--- src/rtl/add_pg_pipe.sv ---
// add_pg_pipe: pipelined group propagate/generate adder/subtractor.
//
// Computes val1 + val2 + carry_in (sub=0) or val1 - val2 with carry_in as an
// inverted borrow-in (sub=1). The word is split into STAGES equal slices and
// each pipeline stage resolves one slice from the carry registered by the
// stage before it. Input and output use valid/ready handshakes, and a stage
// may load whenever it is empty or the stage after it is moving.
//
// Ports:
//   clk, rst_n            clock, asynchronous active-low reset
//   in_valid / in_ready   operand beat handshake
//   val1, val2            operands (WIDTH bits)
//   carry_in, sub         carry/borrow in, 0 = add / 1 = subtract
//   out_valid / out_ready result beat handshake
//   val_out               sum or difference (WIDTH bits)
//   carry_out             carry out of the MSB (1 = no borrow when subtracting)
//   overflow              signed two's-complement overflow
//   zero                  val_out == 0
//   prop_out, gen_out     word-level group propagate / generate
module add_pg_pipe #(
  parameter int WIDTH  = 32,
  parameter int STAGES = 2
) (
  input  logic             clk,
  input  logic             rst_n,
  input  logic             in_valid,
  output logic             in_ready,
  input  logic [WIDTH-1:0] val1,
  input  logic [WIDTH-1:0] val2,
  input  logic             carry_in,
  input  logic             sub,
  output logic             out_valid,
  input  logic             out_ready,
  output logic [WIDTH-1:0] val_out,
  output logic             carry_out,
  output logic             overflow,
  output logic             zero,
  output logic             prop_out,
  output logic             gen_out
);

  localparam int SW  = WIDTH / STAGES;
  localparam int MSB = WIDTH - 1;

  // Index k of each *_pipe array is what stage k consumes; index k+1 is
  // what stage k has registered. Operands are not needed past the last stage.
  logic [STAGES-1:0][WIDTH-1:0] a_pipe;
  logic [STAGES-1:0][WIDTH-1:0] b_pipe;
  logic [STAGES:0][WIDTH-1:0]   s_pipe;
  logic [STAGES:0]              c_pipe;
  logic [STAGES:0]              p_pipe;
  logic [STAGES:0]              g_pipe;
  logic [STAGES:0]              v_pipe;
  logic [STAGES-1:0]            rdy;
  logic [WIDTH-1:0]             s_last_d;
  logic                         last_ld;
  logic                         zero_d, zero_q;
  logic                         ovf_d, ovf_q;

  // Effective operands: subtraction is a + ~b + ~borrow. The running P/G
  // starts at the identity (P=1, G=0) so prop/gen never see c0.
  assign a_pipe[0] = val1;
  assign b_pipe[0] = val2 ^ {WIDTH{sub}};
  assign s_pipe[0] = '0;
  assign c_pipe[0] = carry_in ^ sub;
  assign p_pipe[0] = 1'b1;
  assign g_pipe[0] = 1'b0;
  assign v_pipe[0] = in_valid;

  // ready_k = ~valid_k | ready_k+1, unrolled so each ready depends only on
  // out_ready and the valid bits: stage k can move unless every stage from
  // k to the output is full and the consumer is stalled.
  always_comb begin : ready_chain
    logic all_v;
    all_v = 1'b1;
    rdy   = '0;
    for (int k = STAGES - 1; k >= 0; k--) begin
      all_v  = all_v & v_pipe[k+1];
      rdy[k] = out_ready | ~all_v;
    end
  end

  assign in_ready = rdy[0];

  for (genvar k = 0; k < STAGES; k++) begin : g_stg
    localparam int LO = k * SW;

    logic [WIDTH-1:0] s_d, s_q;
    logic             c_d, c_q;
    logic             p_d, p_q;
    logic             g_d, g_q;
    logic             vld_d, vld_q;
    logic             ld;

    // Stage k: resolve slice k from the incoming carry; the slice carry-out
    // comes from the slice group P/G rather than the internal bit ripple.
    always_comb begin
      logic cc, pi, gi, sp, sg;
      s_d = s_pipe[k];
      cc  = c_pipe[k];
      sp  = 1'b1;
      sg  = 1'b0;
      pi  = 1'b0;
      gi  = 1'b0;
      for (int i = 0; i < SW; i++) begin
        pi           = a_pipe[k][LO+i] ^ b_pipe[k][LO+i];
        gi           = a_pipe[k][LO+i] & b_pipe[k][LO+i];
        s_d[LO+i]    = pi ^ cc;
        cc           = gi | (pi & cc);
        sg           = gi | (pi & sg);
        sp           = sp & pi;
      end
      c_d   = sg | (sp & c_pipe[k]);
      p_d   = sp & p_pipe[k];
      g_d   = sg | (sp & g_pipe[k]);
      ld    = rdy[k] & v_pipe[k];
      vld_d = rdy[k] ? v_pipe[k] : vld_q;
    end

    // Data only moves with a real beat, so a stalled or drained output holds.
    always_ff @(posedge clk or negedge rst_n) begin
      if (!rst_n) begin
        vld_q <= 1'b0;
        s_q   <= '0;
        c_q   <= 1'b0;
        p_q   <= 1'b0;
        g_q   <= 1'b0;
      end else begin
        vld_q <= vld_d;
        if (ld) begin
          s_q <= s_d;
          c_q <= c_d;
          p_q <= p_d;
          g_q <= g_d;
        end
      end
    end

    assign s_pipe[k+1] = s_q;
    assign c_pipe[k+1] = c_q;
    assign p_pipe[k+1] = p_q;
    assign g_pipe[k+1] = g_q;
    assign v_pipe[k+1] = vld_q;

    if (k < STAGES - 1) begin : g_pass
      logic [WIDTH-1:0] a_q, b_q;

      always_ff @(posedge clk or negedge rst_n) begin
        if (!rst_n) begin
          a_q <= '0;
          b_q <= '0;
        end else if (ld) begin
          a_q <= a_pipe[k];
          b_q <= b_pipe[k];
        end
      end

      assign a_pipe[k+1] = a_q;
      assign b_pipe[k+1] = b_q;
    end else begin : g_last
      assign s_last_d = s_d;
    end
  end

  // Final stage: zero and overflow need the complete result word.
  assign last_ld = rdy[STAGES-1] & v_pipe[STAGES-1];

  always_comb begin
    zero_d = (s_last_d == '0);
    ovf_d  = (a_pipe[STAGES-1][MSB] == b_pipe[STAGES-1][MSB]) &
             (s_last_d[MSB] != a_pipe[STAGES-1][MSB]);
  end

  always_ff @(posedge clk or negedge rst_n) begin
    if (!rst_n) begin
      zero_q <= 1'b0;
      ovf_q  <= 1'b0;
    end else if (last_ld) begin
      zero_q <= zero_d;
      ovf_q  <= ovf_d;
    end
  end

  assign out_valid = v_pipe[STAGES];
  assign val_out   = s_pipe[STAGES];
  assign carry_out = c_pipe[STAGES];
  assign prop_out  = p_pipe[STAGES];
  assign gen_out   = g_pipe[STAGES];
  assign zero      = zero_q;
  assign overflow  = ovf_q;

endmodule

--- config.mk ---
export PLATFORM = sky130hd
export DESIGN_NAME = add_pg_pipe
export DESIGN_NICKNAME = d
export VERILOG_FILES = /design/src/rtl/add_pg_pipe.sv
export SDC_FILE = /design/constraint.sdc
export NUM_CORES = 1
export LEC_CHECK = 0
export BUFFER_PORTS_ARGS = -buffer_cell sky130_fd_sc_hd__buf_2
export CAP_MARGIN = 0
export CORE_ASPECT_RATIO = 1.25
export CORE_MARGIN = 1
export CORE_UTILIZATION = 55
export CTS_CLUSTER_SIZE = 8
export DETAILED_ROUTE_END_ITERATION = 12
export GPL_TIMING_DRIVEN = 0
export PLACE_DENSITY = 0.8
export SLEW_MARGIN = 10
export SYNTH_ARGS = -nofsm -noshare
export SYNTH_HDL_FRONTEND = slang
export SYNTH_SLANG_ARGS = --single-unit
export TNS_END_PERCENT = 20
--- constraint.sdc ---
create_clock -name clk -period 9.1 [get_ports clk]
set_input_delay 1.365 -clock clk [delete_from_list [all_inputs] [get_ports clk]]
set_output_delay 1.365 -clock clk [all_outputs]
set_load 0.005 [all_outputs]
; ---- Word-level counts from Yosys, hierarchy flattened
; Index checks and enable logic that the tools add are counted.
[op_classes]
n_eq_ne = 2
n_bitwise = 263
n_reduce_logical = 1
[ops]
columns = cell, n
row1 = $and A1 B1 Y1, 130
row2 = $or A1 B1 Y1, 65
row3 = $xor A1 B1 Y1, 65
row4 = $logic_not A32 Y1, 1
row5 = $xor A32 B32 Y32, 1
row6 = $not A1 Y1, 2
row7 = $eq A1 B1 Y1, 1
row8 = $ne A1 B1 Y1, 1
[totals]
regBits = 122
in_bits = 70
word_cells = 280

; ---- Longest topological paths before layout
; Gate-level depths: netlist of run 1.
[depth]
depth_word = 34
mapped_depth = 21
ltp_nobuf = 20

; ---- Worst setup path before layout of run 1
; Ideal clock, no wire load.
[synth_timing]
kind = input -> register
from = input port sub
to = register g_stg[0].s_q[15]
setup_ns = 0.083
arrival_time_ns = 8.519
required_time_ns = 9.017
path_slack_ns = 0.499
cell_stages = 21
path_buffers = 2
cell_sequence = buf_2 buf_2 xor2_1 inv_1 fa_1 fa_1 fa_1 fa_1 fa_1 fa_1 fa_1 fa_1 fa_1 fa_1 fa_1 fa_1 fa_1 fa_1 fa_1 xor2_1 o21ai_0
[synth_between]
elab_chain_cells = 33
elab_cells_between_ends = 64
classes_between = 64 x bitwise
[synth_lines]
columns = element, line_no
row1 = start: declaration, 31  ; input logic sub,
row2 = $xor A32 B32 Y32, 63  ; assign b_pipe[0] = val2 ^ {WIDTH{sub}};
row3 = $xor A1 B1 Y1, 106  ; pi = a_pipe[k][LO+i] ^ b_pipe[k][LO+i];
row4 = $and A1 B1 Y1, 109  ; cc = gi | (pi & cc);
row5 = $or A1 B1 Y1, 109
row6 = $and A1 B1 Y1, 109
row7 = $or A1 B1 Y1, 109
row8 = $and A1 B1 Y1, 109
row9 = $or A1 B1 Y1, 109
row10 = (+17 left out), -
row11 = $or A1 B1 Y1, 109
row12 = $and A1 B1 Y1, 109
row13 = $or A1 B1 Y1, 109
row14 = $and A1 B1 Y1, 109
row15 = $or A1 B1 Y1, 109
row16 = $and A1 B1 Y1, 109
row17 = $or A1 B1 Y1, 109
row18 = $xor A1 B1 Y1 (*), 108  ; s_d[LO+i] = pi ^ cc;
row19 = end signal: assignment, 124  ; s_q <= '0;
row20 = end signal: assignment, 131  ; s_q <= s_d;
row21 = end: declaration, 88  ; logic [WIDTH-1:0] s_d, s_q;
; Every way passes the cells marked *; elsewhere a longest branch is shown, timed or not.
; A chain may end at the register's enable or synchronous reset.

; ---- Worst setup path in the final report of run 1
; Ends and elaborated chain as after synthesis.

==> flow_summary.toml, run 1 <==
[run_status]
outcome = "complete, no violations"

[die]
fp.dieW_um = 88.4
die_h_um = 110
coreArea_mm2 = 0.00908
initial_core_util = 0.565
fp.dieArea_mm2 = 0.00972
rows = 39
pin_count = 109

[hold_path]
hp-start = "val_out[31]$_DFFE_PN0P_"
hold_end = "val_out[31]$_DFFE_PN0P_"
whs_path_depth = 2
hold_class = "flip-flop to flip-flop"

[layout]
fillers = 731
final_util = 0.676
drive_gt1_frac = 0.329
final_common_cell = "buf_2"
layout_common_cells = "120 x buf_2, 90 x dfrtp_1, 46 x mux2_2"
final_area_mm2 = 0.00614
diodes = 0
area_growth_pct = 19.6
nNetsFinal = 688

[worst_setup_path]
reg2reg_slack_ns = 1.78
r2r_cells = 20
critPathSlowestCell = "fa_1"
start_kind = "input port"
r2r-end = "zero$_DFFE_PN0P_"
timing.critical_path.mode_cell = "fa_1"
path_cells = "buf_2 -> buf_2 -> xor2_1 -> inv_1 -> fa_1 -> fa_1 -> fa_1 -> fa_1 -> fa_1 -> fa_1 -> fa_1 -> fa_1 -> fa_1 -> fa_1 -> fa_1 -> fa_1 -> fa_1 -> fa_1 -> fa_1 -> xor2_1 -> o21ai_0"
path_buf_inv = 3
crit_type = "input port to flip-flop"
arrival_ns = 8.83
crit_fanout = 10
crit_family = "adder cells"
end_kind = "flip-flop"
max_stage_delay_ns = 0.45
worstReg2RegStart = "g_stg[0].g_pass.b_q[16]$_DFFE_PN0P_"
required_ns = 9.36

[placement]
portBuffers = 107
place.gp.congestion = 0.828
postPlaceCellArea_mm2 = 0.00585
dp_hpwl_um = 8780

[flow_run]
maxCapViolations = 0

[global_route]
grt_pass1_wl_um = 17800
grt.total_usage = 0.247
grt_pass1_vias = 3715
antenna_found_initial = 0
grt.overflow.total = 0
grt_max_degree = 59

[detailed_routing]
finalWirelength_um = 10800
wl_per_cell_um = 15.9
drtAntennaViolNets = 0
drt_iter0_drc = 151
drc = 0
num_vias = 3571
first_pass_iters = 4
vias_per_cell = 5.23

[clocking]
cts.path.max_buffers = 2
cts_tree = "built"
path_clk_slew_ns = 0.06
cts.repair.resized = 0
worstSkewPairLatency_ns = 0.34
holdBufCountCts = 0
cts_buffers = 9
h-tree-depth = 3
cts_sinks = 90
cts-root-buf = "clkbuf_16"
post-cts-setup-buffers = 0

[power_and_ir_drop]
static-leakage-power_nw = 2.98
p_per_area_mw_per_mm2 = 230
vdd_drop_max_mv = 0.0986
power.total_mw = 1.41

[logic_synthesis]
ys_seq_area_frac = 0.439
synth_edf_count = 0
syn_avg_cell_area_um2 = 11.7
yosysTopAreaCellShare = 0.439
synthCells = 437
synth_area_mm2 = 0.00513
ys_async_sr_fraction = 1.00
synth_nets = 569
synth-main-ff-cell = "dfrtp_1"
synth_seq_cells = 90
synth_cell_type_count = 41
synth_top_area_cell = "dfrtp_1"
netlist_top_cells_area = "dfrtp_1 44%, fa_1 12%, mux2_2 10%"
yosysWarnings = 0

[sta]
tightest_slew_ns = 0.491
rsz0062_at_grt = "false"
timing.final.hold_violations = 0
slew_violations = 0
hold_ws_ns = 0.493
fmax_mhz = 117
slew_headroom = 0.664
setup_viol = 0
final.setup.tns_ns = 0
min_period_ns = 8.58
layout_worst_path_cycle_share = 0.942
skew_ns = 0.00734
==> where the power goes <==
group | switching (mW) | leakage [nW] | internal [mW] | total [mW]
combinational | 0.215 | 1.76 | 0.235 | 0.450
clock | 0.143 | 0.136 | 0.219 | 0.362
sequential | 0.0859 | 1.09 | 0.514 | 0.599
total | 0.443 | 2.98 | 0.968 | 1.41
==> cells by family (layout without fill, tap and decap cells) <==
kind of cell	count (synthesis)	in the layout	share of synthesized area
AOI/OAI and AO/OA	71	71	0.0878
xor gates and xnor gates	36	36	0.0615
adders and majority gates	62	62	0.195
buffers and inverters	52	175	0.0429
DFF	90	90	0.439
muxes	46	46	0.101
and+or+nand+nor	80	80	0.0725
==> layer usage <==
metal  vias to the layer above  track usage  part of all wire
met2                        99        0.403              0.49
met1                      1725        0.336              0.45
met4                         0       0.0714             0.016
met3                        12       0.0465             0.044
met5                         -            0                 0
li1                       1735            -                 -
==> state kept, by name, indices dropped and copies added (netlist names), 16 cells and up <==
register,cells
val_out,32
g_stg.g_pass.a_q,16
g_stg.g_pass.b_q,16
g_stg.s_q,16
==> worst register-to-register path, stage by stage, from the launching register on <==
cell	delay, ns
dfrtp_1	0.39
inv_1	0.13
fa_1	0.20
inv_1	0.06
fa_1	0.38
fa_1	0.41
fa_1	0.41
fa_1	0.39
fa_1	0.41
fa_1	0.39
fa_1	0.40
fa_1	0.40
fa_1	0.40
fa_1	0.39
fa_1	0.39
fa_1	0.40
fa_1	0.40
fa_1	0.50
nor4_1	0.28
nand4_1	0.13
o41ai_1	0.35
==> cell type report <==
cell class	instances	area, µm²	share of cell area
Inverter	35	131	0.0214
Buffer	17	88.8	0.0145
Sequential cell	90	2250	0.367
Timing Repair Buffer	108	566	0.0922
Clock inverter	2	37.5	0.00612
Clock buffer	13	250	0.0408
Multi-Input combinational cell	295	2660	0.433
Tap cell	123	154	0.0251
==> synthesized netlist by cell type, types with 5 or more instances <==
cell type,number
a21oi_1,5
buf_2,14
dfrtp_1,90
fa_1,30
ha_1,32
inv_1,35
mux2_2,46
nand2_1,44
nand3_1,6
nand4_1,6
nor2_1,5
nor4_1,6
o21ai_0,39
xnor2_1,18
xor2_1,18
==> how the worst max path moves through the flow <==
stage          from                      endpoint  slack, ns  depth (start not counted)
4_1_cts         sub  g_stg[0].s_q[15]$_DFFE_PN0P_       0.46                         21
5_1_grt         sub  g_stg[0].s_q[15]$_DFFE_PN0P_       0.17                         21
2_1_floorplan   sub  g_stg[0].s_q[15]$_DFFE_PN0P_       0.50                         21
6_report        sub  g_stg[0].s_q[15]$_DFFE_PN0P_       0.52                         21
3_3_place_gp    sub  g_stg[0].s_q[15]$_DFFE_PN0P_       0.14                         21
3_5_place_dp    sub  g_stg[0].s_q[15]$_DFFE_PN0P_        0.1                         21
==> metrics by stage <==
stage | std cells | worst slack, ns
finish | 683 | 0.524
detailed placement | 668 | 0.0994
global route | 683 | 0.167
floorplan | 437 | 0.499
global placement | 667 | 0.144
CTS | 683 | 0.457
(Power assumes the default switching activity.)
==> run 2, diff against run 1 <==
==> constraint.sdc (replaced) <==
create_clock -name clk -period 9.1 [get_ports clk]
set_input_delay 2.73 -clock clk [delete_from_list [all_inputs] [get_ports clk]]
set_output_delay 2.73 -clock clk [all_outputs]
set_load 0.005 [all_outputs]
==> run 2 against run 1 <==
Net effect: die area unchanged; flip-flop and latch count unchanged; clock skew down 0.0016 ns; sequential share of layout area down 0.52 points; first-iteration DRC count up 28%; via count up 3.1%; routed wire length up 9.4%; maximum frequency down 3.6%; non-clock buffer count unchanged; worst hold slack better by 0.00082 ns; largest cell class unchanged.
==> flow_summary.toml, run 2 (same netlist as run 1, synthesis figures left out) <==
[power_and_ir_drop]
clkPwrFrac = 0.264
p_switching_uw = 466
p_per_area_mw_per_mm2 = 234
p_comb_frac = 0.321
p_int_uw = 989
static-leakage-power_nw = 3.00
vdd_drop_max_mv = 0.126
seqPwrFrac = 0.415
switching_share = 0.320

[sta]
final.setup.tns_ns = 0
setup_viol = 0
min_period_ns = 8.89
slew_violations = 0
slew_headroom = 0.559
tightest_slew_ns = 0.644
skew_ns = 0.00570
fmax_mhz = 112
layout_worst_path_cycle_share = 0.977
timing.final.hold_violations = 0
rsz0062_at_grt = "false"

[clocking]
h-tree-depth = 3
cts-root-buf = "clkbuf_16"
path_clk_slew_ns = 0.06
holdBufCountCts = 0
cts_sinks = 90
cts.repair.resized = 0
cts_tree = "built"
cts.path.max_buffers = 2
cts_buffers = 9
post-cts-setup-buffers = 0
worstSkewPairLatency_ns = 0.34

[worst_setup_path]
arrival_ns = 9.11
crit_type = "input port to flip-flop"
required_ns = 9.32
crit_fanout = 10
start_kind = "input port"
r2r_cells = 20
end_kind = "flip-flop"

[placement]
place.gp.congestion = 0.849
portBuffers = 107
dp_hpwl_um = 9190
postPlaceCellArea_mm2 = 0.00590

[global_route]
grt_pass1_wl_um = 18900
grt_max_degree = 57
antenna_found_initial = 0
grt_pass1_vias = 3817
grt.total_usage = 0.266
grt.overflow.total = 0

[die]
die_h_um = 110
rows = 39
fp.dieArea_mm2 = 0.00972
coreArea_mm2 = 0.00908
initial_core_util = 0.565
pin_count = 109
fp.dieW_um = 88.4

[hold_path]
hold_class = "flip-flop to flip-flop"
whs_path_depth = 2

[layout]
seq_area_mm2 = 0.00225
drive_gt1_frac = 0.362
largest_reg_flops = 32
fillers = 701
layout_common_cells = "118 x buf_2, 90 x dfrtp_1, 46 x mux2_2"
diodes = 0
final_util = 0.686
final_area_mm2 = 0.00622
multi_input_area_mm2 = 0.00270
area_growth_pct = 21.3
final_common_cell = "buf_2"
nNetsFinal = 688

[detailed_routing]
wl_per_cell_um = 17.3
finalWirelength_um = 11900
first_pass_iters = 4
drc = 0
vias_per_cell = 5.38
dr_wl_met2_um = 6120
wl_met3_um = 494
num_vias = 3683
met1Wirelength_um = 5020
drtAntennaViolNets = 0
drt_iter0_drc = 194
top_layer_used = "met4"

[run_status]
outcome = "complete, no violations"

[flow_run]
maxCapViolations = 0
## run 2: per-stage QoR
stage               setup WS (ns)  cells  total power, mW  hold slack (ns)
detailed placement         -0.298    668             1.07            0.474
floorplan                  0.0123    437            0.858            0.446
CTS                       0.00635    684             1.46            0.486
global route               0.0106    684             1.54            0.520
finish                      0.207    684             1.45            0.494
global placement           -0.220    667             1.03            0.468
## run 2: path summary, 6_finish.rpt
check | startpoint | end | slack (ns)
setup / recovery | sub | g_stg[0].s_q[14]$_DFFE_PN0P_ | 0.21
setup reg to reg | g_stg[0].g_pass.b_q[16]$_DFFE_PN0P_ | zero$_DFFE_PN0P_ | 1.77
hold reg to reg | g_stg[0].g_q$_DFFE_PN0P_ | g_stg[0].g_q$_DFFE_PN0P_ | 0.49
max in group asynchronous | rst_n | g_stg[0].s_q[11]$_DFFE_PN0P_ | 6.14
hold / removal | g_stg[0].g_q$_DFFE_PN0P_ | g_stg[0].g_q$_DFFE_PN0P_ | 0.49
min in group asynchronous | rst_n | val_out[24]$_DFFE_PN0P_ | 2.34
## run 2: critical path, stage by stage
cell	delay, ns
buf_4	0.13
buf_12	0.15
xor2_2	0.17
inv_1	0.08
fa_2	0.35
fa_2	0.37
fa_2	0.37
fa_2	0.38
fa_2	0.38
fa_2	0.39
fa_2	0.38
fa_2	0.39
fa_2	0.37
fa_2	0.37
fa_2	0.37
fa_2	0.37
fa_2	0.35
fa_2	0.37
fa_1	0.55
o21ai_0	0.09
## run 2: final cells by class
class,count,area share
flip-flops and latches,90,0.362
inverters,35,0.0211
clock inverters,4,0.00784
repair buffers,108,0.0909
plain buffers,17,0.0171
clock buffers,12,0.0428
well taps,123,0.0247
multi-input cells,295,0.434
## run 2: metal layers
layer | vias up | track usage
met5 | - | 0
met4 | 0 | 0.0933
met3 | 15 | 0.0450
met2 | 101 | 0.455
met1 | 1834 | 0.340
li1 | 1733 | -
## run 2: power groups by stage
stage | logic (mW) | registers, mW | clock network (mW)
after CTS | 0.469 | 0.603 | 0.387
after global placement | 0.432 | 0.598 | 0
after floorplan | 0.269 | 0.589 | 0
after detailed placement | 0.457 | 0.608 | 0
final | 0.467 | 0.604 | 0.384
after global routing | 0.524 | 0.618 | 0.403
